File: src/rtl/trap_controller.sv
// Machine-mode trap sequencer: takes a trap, saves mepc/mcause/mtval, redirects
// fetch to MTVEC, holds the handler until mret, then returns to mepc.
module trap_controller #(
    parameter logic [31:0] MTVEC = 32'h0000_0400
) (
    input  logic        clk,
    input  logic        reset,
    input  logic        address_exception,
    input  logic        illegal_instr,
    input  logic        ecall,
    input  logic        mret_sig,
    input  logic [31:0] exception_pc,
    input  logic [31:0] fault_addr,
    output logic        exception_sig,
    output logic        flush,
    output logic        pc_redirect,
    output logic [31:0] redirect_pc,
    output logic [31:0] mepc,
    output logic [31:0] mcause,
    output logic [31:0] mtval,
    output logic        in_trap,
    output logic        double_fault
);

    typedef enum logic [2:0] {
        ST_IDLE     = 3'd0,
        ST_FLUSH    = 3'd1,
        ST_REDIRECT = 3'd2,
        ST_HANDLER  = 3'd3,
        ST_RETURN   = 3'd4
    } state_t;

    state_t      state_r;
    state_t      next_state_s;
    logic        exc_any_s;
    logic        capture_s;
    logic        df_set_s;
    logic [31:0] cause_s;
    logic [31:0] tval_s;
    logic        exc_sig_s;
    logic        flush_s;
    logic        redir_s;
    logic [31:0] redir_pc_s;
    logic        in_trap_s;

    assign exc_any_s = address_exception | illegal_instr | ecall;
    assign capture_s = (state_r == ST_IDLE) && exc_any_s;
    assign df_set_s  = (state_r == ST_HANDLER) && exc_any_s;

    // Cause priority: address fault over illegal instruction over ecall.
    always_comb begin
        cause_s = 32'd0;
        tval_s  = 32'd0;
        if (address_exception) begin
            cause_s = 32'd5;
            tval_s  = fault_addr;
        end else if (illegal_instr) begin
            cause_s = 32'd2;
            tval_s  = 32'd0;
        end else if (ecall) begin
            cause_s = 32'd11;
            tval_s  = 32'd0;
        end else begin
            cause_s = 32'd0;
            tval_s  = 32'd0;
        end
    end

    // Next-state logic; mret is only honoured in HANDLER.
    always_comb begin
        next_state_s = state_r;
        case (state_r)
            ST_IDLE: begin
                if (exc_any_s) begin
                    next_state_s = ST_FLUSH;
                end else begin
                    next_state_s = ST_IDLE;
                end
            end
            ST_FLUSH:    next_state_s = ST_REDIRECT;
            ST_REDIRECT: next_state_s = ST_HANDLER;
            ST_HANDLER: begin
                if (mret_sig) begin
                    next_state_s = ST_RETURN;
                end else begin
                    next_state_s = ST_HANDLER;
                end
            end
            ST_RETURN:   next_state_s = ST_IDLE;
            default:     next_state_s = ST_IDLE;
        endcase
    end

    // Output decode of the current state; registered below so outputs lag state by one edge.
    always_comb begin
        exc_sig_s  = 1'b0;
        flush_s    = 1'b0;
        redir_s    = 1'b0;
        redir_pc_s = 32'd0;
        in_trap_s  = 1'b0;
        case (state_r)
            ST_IDLE: begin
                in_trap_s = 1'b0;
            end
            ST_FLUSH: begin
                exc_sig_s = 1'b1;
                flush_s   = 1'b1;
                in_trap_s = 1'b1;
            end
            ST_REDIRECT: begin
                redir_s    = 1'b1;
                redir_pc_s = MTVEC;
                flush_s    = 1'b1;
                in_trap_s  = 1'b1;
            end
            ST_HANDLER: begin
                in_trap_s = 1'b1;
            end
            ST_RETURN: begin
                redir_s    = 1'b1;
                redir_pc_s = mepc;
                flush_s    = 1'b1;
                in_trap_s  = 1'b1;
            end
            default: begin
                in_trap_s = 1'b0;
            end
        endcase
    end

    // State register, registered strobes and sticky double-fault flag.
    always_ff @(posedge clk or negedge reset) begin
        if (!reset) begin
            state_r       <= ST_IDLE;
            exception_sig <= 1'b0;
            flush         <= 1'b0;
            pc_redirect   <= 1'b0;
            redirect_pc   <= 32'd0;
            in_trap       <= 1'b0;
            double_fault  <= 1'b0;
        end else begin
            state_r       <= next_state_s;
            exception_sig <= exc_sig_s;
            flush         <= flush_s;
            pc_redirect   <= redir_s;
            redirect_pc   <= redir_pc_s;
            in_trap       <= in_trap_s;
            if (df_set_s) begin
                double_fault <= 1'b1;
            end
        end
    end

    // Trap CSRs, captured only on the IDLE-to-FLUSH transition.
    always_ff @(posedge clk or negedge reset) begin
        if (!reset) begin
            mepc   <= 32'd0;
            mcause <= 32'd0;
            mtval  <= 32'd0;
        end else if (capture_s) begin
            mepc   <= exception_pc;
            mcause <= cause_s;
            mtval  <= tval_s;
        end
    end

endmodule

File: config.mk
export PLATFORM = sky130hd
export DESIGN_NAME = trap_controller
export DESIGN_NICKNAME = d
export VERILOG_FILES = /design/src/rtl/trap_controller.sv
export SDC_FILE = /design/constraint.sdc
export NUM_CORES = 1
export LEC_CHECK = 0
export CAP_MARGIN = 10
export CORE_UTILIZATION = 36
export CTS_CLUSTER_DIAMETER = 80
export DETAILED_ROUTE_END_ITERATION = 7
export HOLD_SLACK_MARGIN = 0.06
export MAX_ROUTING_LAYER = met4
export PLACE_DENSITY = 0.76
export SLEW_MARGIN = 20
export SYNTH_ARGS = -nofsm -noshare
export SYNTH_HDL_FRONTEND = slang
export SYNTH_SLANG_ARGS = --single-unit
File: constraint.sdc
create_clock -name clk -period 1.6 [get_ports clk]
set_input_delay 0.32 -clock clk [delete_from_list [all_inputs] [get_ports clk]]
set_output_delay 0.32 -clock clk [all_outputs]
set_load 0.01 [all_outputs]
; ---- Word level (Yosys, flattened, before mapping)
; Index checks and enable logic that the tools add are counted.
[classes]
bitwise_logic = 2
n_reduce_logical = 6
mux = 12
eq_ne = 4
[op_table]
columns = cell, n
row1 = $mux 32, 2
row2 = $pmux 32 s2, 1
row3 = $pmux 3 s4, 1
row4 = $mux 4, 2
row5 = $eq 3x2->1 const B, 2
row6 = $mux 1, 5
row7 = $reduce_or 4->1, 1
row8 = $eq 3x1->1 const B, 1
row9 = $eq 3x3->1 const B, 1
row10 = $logic_not 3->1, 1
row11 = $mux 3, 1
row12 = $reduce_or 3->1, 1
row13 = $logic_and 1x1->1, 2
row14 = $or 1x1->1, 2
row15 = $reduce_or 2->1, 1
[word_totals]
in_bits = 70
wordCells = 34
ff_bits = 136
out_inout_bits = 133

; ---- Logic depth before layout (Yosys ltp)
; Gate-level depths: netlist of the first run.
[logic_depth]
depth_word = 4
depth_mapped = 5
depth_no_buf = 3

; ---- Worst setup path before layout of the first run
; Ideal clock, no wire load.
[synth_path]
kind = input -> register
start = input illegal_instr
end = register mepc[14]
path_stages = 5
setup_time_ns = 0.125
t_arrival_ns = 1.382
slack_ns = 0.093
t_required_ns = 1.475
path_buffers = 2
cell_sequence = or3_1 nand2_2 buf_6 buf_6 mux2_4
[synth_via]
elab_chain_len = 3
[synth_rtl]
columns = element, line
row1 = start: declaration, 9  ; input logic illegal_instr,
row2 = $or 1x1->1 (2 in a row), 46  ; assign exc_any_s = address_exception | illegal_instr | ecall;
row3 = $logic_and 1x1->1, 47  ; assign capture_s = (state_r == ST_IDLE) && exc_any_s;
row4 = end signal: assignment, 161  ; mepc <= exception_pc;
row5 = end: declaration, 18  ; output logic [31:0] mepc,
; Every way passes these cells.
; A chain may end at the register's enable or synchronous reset.

; ---- Worst setup path in the final report of the first run
[layout_path]
start = register mtval[18]
end = output mtval[18]
[layout_rtl]
columns = element, line
row1 = start: declaration, 20  ; output logic [31:0] mtval,
row2 = start signal: assignment, 163  ; mtval <= tval_s;
; No word-level cell between the ends.

==> results.sh, run 1 <==
export IMPL_seqPwrFrac_pct=38.3
export IMPL_synth_seq_area_share_pct=65.91
export IMPL_die_x_um=108.7
export IMPL_start_kind="flip-flop"
export IMPL_critPathTopFamily="buffers and inverters"
export IMPL_slew_violations=0
export IMPL_clkTransAtPathRegs_ps=70
export IMPL_clock_latency_ps=330
export IMPL_reg2reg_slack_ps=40
export IMPL_hold_class="primary input to asynchronous set/reset pin"
export IMPL_initial_core_util_pct=37.33
export IMPL_postSynthCellCount=279
export IMPL_rr_endpoint="mtval[9]"
export IMPL_p_comb_share_pct=43.3
export IMPL_p_sw_share_pct=31.33
export IMPL_cp_num_buf_inv=1
export IMPL_numPortBuffers=174
export IMPL_wl_per_cell_um=16.33
export IMPL_max_freq_ghz=0.6368
export IMPL_vias_per_cell=4.730
export IMPL_cts_tree="built"
export IMPL_fin_crit_ps=1570
export IMPL_htreeDepth=3
export IMPL_overflow=0
export IMPL_grt_pass1_wl_um=14500
export IMPL_ys_seq_elements=108
export IMPL_multi_input_area_sq_mm=0.001202
export IMPL_critPathKind="flip-flop to primary output"
export IMPL_crit_fanout=2
export IMPL_grt_max_degree=109
export IMPL_p_leak_nw=3.384
export IMPL_peakVddDrop_uv=835.6
export IMPL_p_clk_share_pct=18.4
export IMPL_cts_buffers=9
export IMPL_drcViolationCount=0
export IMPL_num_vias=2895
export IMPL_period_share_pct=98.15
export IMPL_crit_path_end_kind="primary output"
export IMPL_relSlewSlack_pct=63.53
export IMPL_gr_usage_all_layers_pct=16.70
export IMPL_fin_nets=538
export IMPL_hold_buffers=0
export IMPL_drive_gt1_share_pct=16.10
export IMPL_drt_first_pass_iters=4
export IMPL_regArea_sq_mm=0.002703
export IMPL_cp_required_ps=1280
export IMPL_routabilityCongestion=0.7838
export IMPL_worst_pin_slew_ps=547.0
export IMPL_antenna_found_initial=0
export IMPL_fp_row_count=38
export IMPL_status="finished clean"
export IMPL_netlist_area_sq_mm=0.004100
export IMPL_syn_to_final_growth_pct=57.37
export IMPL_clockBufferDepth=2
export IMPL_power_total_mw=11.13
export IMPL_crit_slowest_cell="clkdlybuf4s50_1"
export IMPL_r2r_cells=6
export IMPL_drt_total_wl_um=9995
export IMPL_crit_arrival_ps=1250
export IMPL_cts_sinks=108
export IMPL_first_global_vias=2859
export IMPL_crit_chain="clkdlybuf4s50_1"
export IMPL_ant_nets=0
export IMPL_rsz0062_at_grt="no"
export IMPL_avgSynthCellArea_sq_um=14.70
export IMPL_path_depth=1
export IMPL_die_area_sq_mm=0.01182
export IMPL_finalSetupViolations=0
export IMPL_r2r_start="state_r[0]"
export IMPL_dp_hpwl_um=6758
export IMPL_power_switching_mw=3.486
export IMPL_crit_path_start="mtval[18]"
export IMPL_critPathMaxStageDelay_ps=550
export IMPL_fin_skew_ps=6.683
export IMPL_fp_dieH_um=108.7
export IMPL_fill_cells=881
export IMPL_diodes=0
export IMPL_drt_iter0_drc=92
export IMPL_hold_viol_final=0
export IMPL_ys_types=29
export IMPL_coreArea_sq_mm=0.01098
export IMPL_cts_root_buf="clkbuf_16"
export IMPL_power_density_mw_per_mm2=1725
export IMPL_pre_cts_ws_ps=-407.6
export IMPL_io_pins=203
export IMPL_drv_cap=0
export IMPL_endpoint="mtval[18]"
export IMPL_ys_warn_count=0
export IMPL_p_int_mw=7.641
export IMPL_final_setup_worst_slack_ps=29.61
-- power groups by stage --
| stage | clock, mW | sequential [mW] | combinational, mW |
|---|---|---|---|
| floorplan | 0 | 4.64 | 1.86 |
| global route | 2.22 | 4.38 | 5.13 |
| finish | 2.05 | 4.27 | 4.82 |
| detailed placement | 0 | 4.31 | 4.76 |
| CTS | 2.10 | 4.28 | 4.66 |
| global placement | 0 | 4.29 | 4.62 |
-- per-layer routing --
metal,vias up,wire length [um],part of all wire (%),GRT usage (%)
met3,16,715,7.2,2.510
met4,0,174,1.7,6.660
met5,-,0,0,-
met1,1428,4059,41,20.82
met2,153,5045,50,27.35
li1,1298,-,-,-
-- state kept, by name, summed over array words and instances (netlist names) --
register       count
double_fault       1
exception_sig      1
flush              1
in_trap            1
mcause             4
mepc              32
mtval             32
pc_redirect        1
redirect_pc       32
state_r            3
-- worst min-delay path by stage --
stage,from,to,slack (ps),depth (start not counted)
3_5_place_dp,reset,redirect_pc[21],440,2
5_1_grt,reset,in_trap,100,2
4_1_cts,reset,mtval[26],70,2
3_3_place_gp,reset,redirect_pc[21],430,2
6_report,reset,in_trap,50,2
2_1_floorplan,reset,double_fault,20,0
-- worst register-to-register path, stage by stage (launching register included) --
cell and delay [ps]:
dfrtp_1 420, nor3_4 240, buf_6 150, nand2_8 80
buf_12 160, buf_4 170, a22o_1 230
-- kinds of logic after synthesis --
kind of cell | after synthesis | share of synthesized area [%]
AOI/OAI and AO/OA | 44 | 8.697
xor gates and xnor gates | 1 | 0.2136
buffers and inverters | 48 | 7.751
DFF | 108 | 65.91
muxes | 32 | 10.34
other | 1 | 0.09146
and+or+nand+nor | 45 | 6.989
-- layout by cell type, fill, tap and decap left out, types with 2 or more instances in the layout --
| master | n |
|---|---|
| conb_1 | 28 |
| buf_12 | 4 |
| a21oi_1 | 5 |
| clkdlybuf4s50_1 | 128 |
| buf_4 | 16 |
| and3_1 | 31 |
| a22o_1 | 32 |
| dlymetal6s2s_1 | 34 |
| mux2_4 | 17 |
| dfrtp_1 | 108 |
| inv_1 | 2 |
| nor2_1 | 2 |
| dlygate4sd2_1 | 11 |
| clkbuf_16 | 12 |
| clkinvlp_4 | 3 |
| nand2b_1 | 2 |
| o21ai_0 | 2 |
| and2_1 | 2 |
| mux2_2 | 15 |
-- synthesized netlist by cell type --
library cell / instances / share of area [%]
a211oi_1: 1 / 0.18
a21o_1: 1 / 0.18
a21oi_1: 5 / 0.61
a22o_1: 32 / 6.8
a41o_1: 1 / 0.24
and2_1: 2 / 0.31
and3_1: 31 / 4.7
buf_2: 8 / 0.98
buf_4: 28 / 5.1
buf_6: 3 / 0.82
clkbuf_1: 7 / 0.64
conb_1: 1 / 0.091
dfrtp_1: 108 / 66
inv_1: 2 / 0.18
mux2_2: 15 / 4.1
mux2_4: 17 / 6.2
nand2_2: 1 / 0.15
nand2b_1: 2 / 0.31
nand3b_1: 1 / 0.18
nor2_1: 3 / 0.27
nor2b_1: 1 / 0.15
nor3_4: 1 / 0.40
nor3b_1: 1 / 0.18
o21a_1: 1 / 0.18
o21ai_0: 2 / 0.24
o22a_1: 1 / 0.21
or2_2: 1 / 0.15
or3_1: 1 / 0.15
xnor2_1: 1 / 0.21
-- cell type report --
class                   count  area share, %
repair buffers            197          32.38
inverters                   2         0.1163
flip-flops and latches    108          41.88
multi-input cells         150          18.63
well taps                 140          2.715
clock buffers              10          3.704
clock inverters             5         0.5623
-- stage by stage --
step | TNS (ps) | hold slack [ps] | util (%) | area [sq um] | cells
floorplan | 0 | 24.41 | - | 4202 | 306
global placement | -18880 | 427.7 | 54.39 | 5973 | 591
detailed placement | -20570 | 438.7 | 54.39 | 5973 | 591
CTS | -177.7 | 74.51 | 56.86 | 6245 | 606
global route | 0 | 98.45 | 58.75 | 6452 | 612
finish | 0 | 49.36 | 58.75 | 6452 | 612
-- timing repair --
item | 4_1_cts | 5_1_grt
pin swaps | 0 | 3
endpoints found under the hold margin | 0 | 0
resized for setup | 13 | 39
setup endpoints to repair | 34 | 64
buffers inserted | 0 | 3
cloned | 0 | 3
Note: power is estimated with default switching activity, not from simulation.
==> inputs of run 2 (changes only) <==
- CORE_MARGIN: not set -> 4
==> results.sh, run 2 (synthesis gave the netlist of run 1 again) <==
export IMPL_crit_arrival_ps=1810
export IMPL_clockBufferDepth=2
export IMPL_numPortBuffers=174
export IMPL_power_density_mw_per_mm2=1709
export IMPL_fin_crit_ps=1583
export IMPL_seqPwrFrac_pct=39.2
export IMPL_htreeDepth=3
export IMPL_finalSetupViolations=0
export IMPL_die_x_um=114.7
export IMPL_place_area_sq_mm=0.005986
export IMPL_drive_gt1_share_pct=15.38
export IMPL_p_leak_nw=3.419
export IMPL_syn_to_final_growth_pct=54.90
export IMPL_crit_chain="clkdlybuf4s50_1 > or3_4 > nand2_4 > clkbuf_16 > mux2_4"
export IMPL_hold_buffers=0
export IMPL_layout_common_cells="clkdlybuf4s50_1, dfrtp_1, a22o_1, dlymetal6s2s_1, and3_1"
export IMPL_max_freq_ghz=0.6319
export IMPL_cts_sinks=108
export IMPL_fin_skew_ps=4.741
export IMPL_drt_total_wl_um=10150
export IMPL_crit_slowest_cell="clkdlybuf4s50_1"
export IMPL_fp_dieH_um=114.7
export IMPL_period_share_pct=98.91
export IMPL_critPathKind="primary input to flip-flop"
export IMPL_peakVddDrop_uv=808.2
export IMPL_fin_area_sq_mm=0.006351
export IMPL_coreArea_sq_mm=0.01098
export IMPL_num_vias=2815
export IMPL_wl_per_cell_um=16.70
export IMPL_status="complete, but fails checks"
export IMPL_antenna_found_initial=0
export IMPL_clkTransAtPathRegs_ps=70
export IMPL_critPathMaxStageDelay_ps=420
export IMPL_fin_hold_ws_ps=-0.2896
export IMPL_gr_usage_met3_pct=3.330
export IMPL_drv_cap=0
export IMPL_gr_usage_all_layers_pct=15.27
export IMPL_rsz0062_at_grt="yes"
export IMPL_final_common_cell="clkdlybuf4s50_1"
export IMPL_overflow=0
export IMPL_use_met1_pct=18.11
export IMPL_diodes=0
export IMPL_top_regs="mepc x32, mtval x32, redirect_pc x32"
export IMPL_power_switching_mw=3.482
export IMPL_worst_pin_slew_ps=599.7
export IMPL_layout_cells_non_filler=608
export IMPL_grt_max_degree=109
export IMPL_crit_path_end_kind="flip-flop"
export IMPL_met2_usage_pct=24.99
export IMPL_routabilityCongestion=0.7412
export IMPL_relSlewSlack_pct=60.02
export IMPL_pre_cts_ws_ps=-403.9
export IMPL_p_sw_share_pct=32.08
export IMPL_die_area_sq_mm=0.01316
export IMPL_violations="hold timing"
export IMPL_io_pins=203
export IMPL_vias_per_cell=4.630
export IMPL_hold_viol_final=1
export IMPL_ant_nets=0
export IMPL_dp_hpwl_um=7176
export IMPL_p_comb_share_pct=41.9
export IMPL_cts_tree="built"
export IMPL_reg2reg_slack_ps=90
export IMPL_grt_pass1_wl_um=15040
export IMPL_p_clk_share_pct=18.9
export IMPL_start_kind="primary input"
export IMPL_initial_core_util_pct=37.33
export IMPL_cts_buffers=9
export IMPL_hold_class="primary input to asynchronous set/reset pin"
export IMPL_drt_first_pass_iters=4
export IMPL_p_int_mw=7.374
export IMPL_crit_fanout=15
export IMPL_clock_latency_ps=340
export IMPL_final_setup_worst_slack_ps=17.39
export IMPL_fin_nets=533
export IMPL_placed_cells=591
export IMPL_first_global_vias=2912
export IMPL_drcViolationCount=0
export IMPL_slew_violations=0
export IMPL_drt_iter0_drc=152
export IMPL_fp_row_count=38
export IMPL_cp_required_ps=1830
export IMPL_cts_root_buf="clkbuf_16"
export IMPL_grt_busiest_layer="met2"
run 2: cell types whose count changed in the layout (fill, tap and decap cells not counted), sizes merged:
| cell | previous run | this run |
|---|---|---|
| clkbuf | 13 | 10 |
| dlymetal6s2s | 34 | 32 |
| inv | 3 | 4 |
| buf | 21 | 18 |
| clkdlybuf4s50 | 128 | 115 |
| dlygate4sd2 | 11 | 26 |
| clkinv | 1 | 2 |
run 2: timing repair:
item,CTS,global route
cloned,0,1
gates resized for setup,30,32
buffers inserted,0,0
setup endpoints to repair,41,62
run 2: worst max-delay path, delay by kind of cell:
kind / cells / cell delay, ps
buf+inv: 2 / 630
simple gates: 2 / 530
mux: 1 / 320
run 2: layout make-up:
class | instances | area, sq um
fill | 881 | 4632
sequential | 108 | 2703
timing repair buffer | 192 | 1989
multi-input combinational | 150 | 1201
clock buffer | 9 | 225.2
tap | 140 | 175.2
clock inverter | 7 | 50.05
inverter | 2 | 7.507
run 2: power groups by stage:
stage               sequential, mW  clock [mW]  combinational, mW
floorplan                     4.64           0               1.86
global placement              4.30           0               4.67
detailed placement            4.32           0               4.82
CTS                           4.27        2.12               4.63
global route                  4.37        2.22               4.85
finish                        4.26        2.05               4.55
run 2: final timing paths:
kind,startpoint,to,cells after the start
max in group asynchronous,reset,redirect_pc[27],2
hold reg to reg,double_fault,double_fault,1
hold / removal,reset,in_trap,2
setup reg to reg,state_r[2],mtval[18],5
min in group clk,double_fault,double_fault,1
setup / recovery,illegal_instr,mepc[12],5
run 2: metrics by stage:
step	setup TNS (ps)	utilization, %	hold slack (ps)	total power, mW
finish	0	57.83	-0.2896	10.86
floorplan	0	-	24.41	6.508
detailed placement	-19420	54.50	437.9	9.134
CTS	-18.93	56.87	62.10	11.02
global placement	-18380	54.50	428.2	8.977
global route	-375.9	57.83	93.19	11.44
run 2: metal layers:
layer	up-vias	wire length (um)
met3	16	756
met1	1376	4210
met2	132	4981
met5	-	0
li1	1291	-
met4	0	205
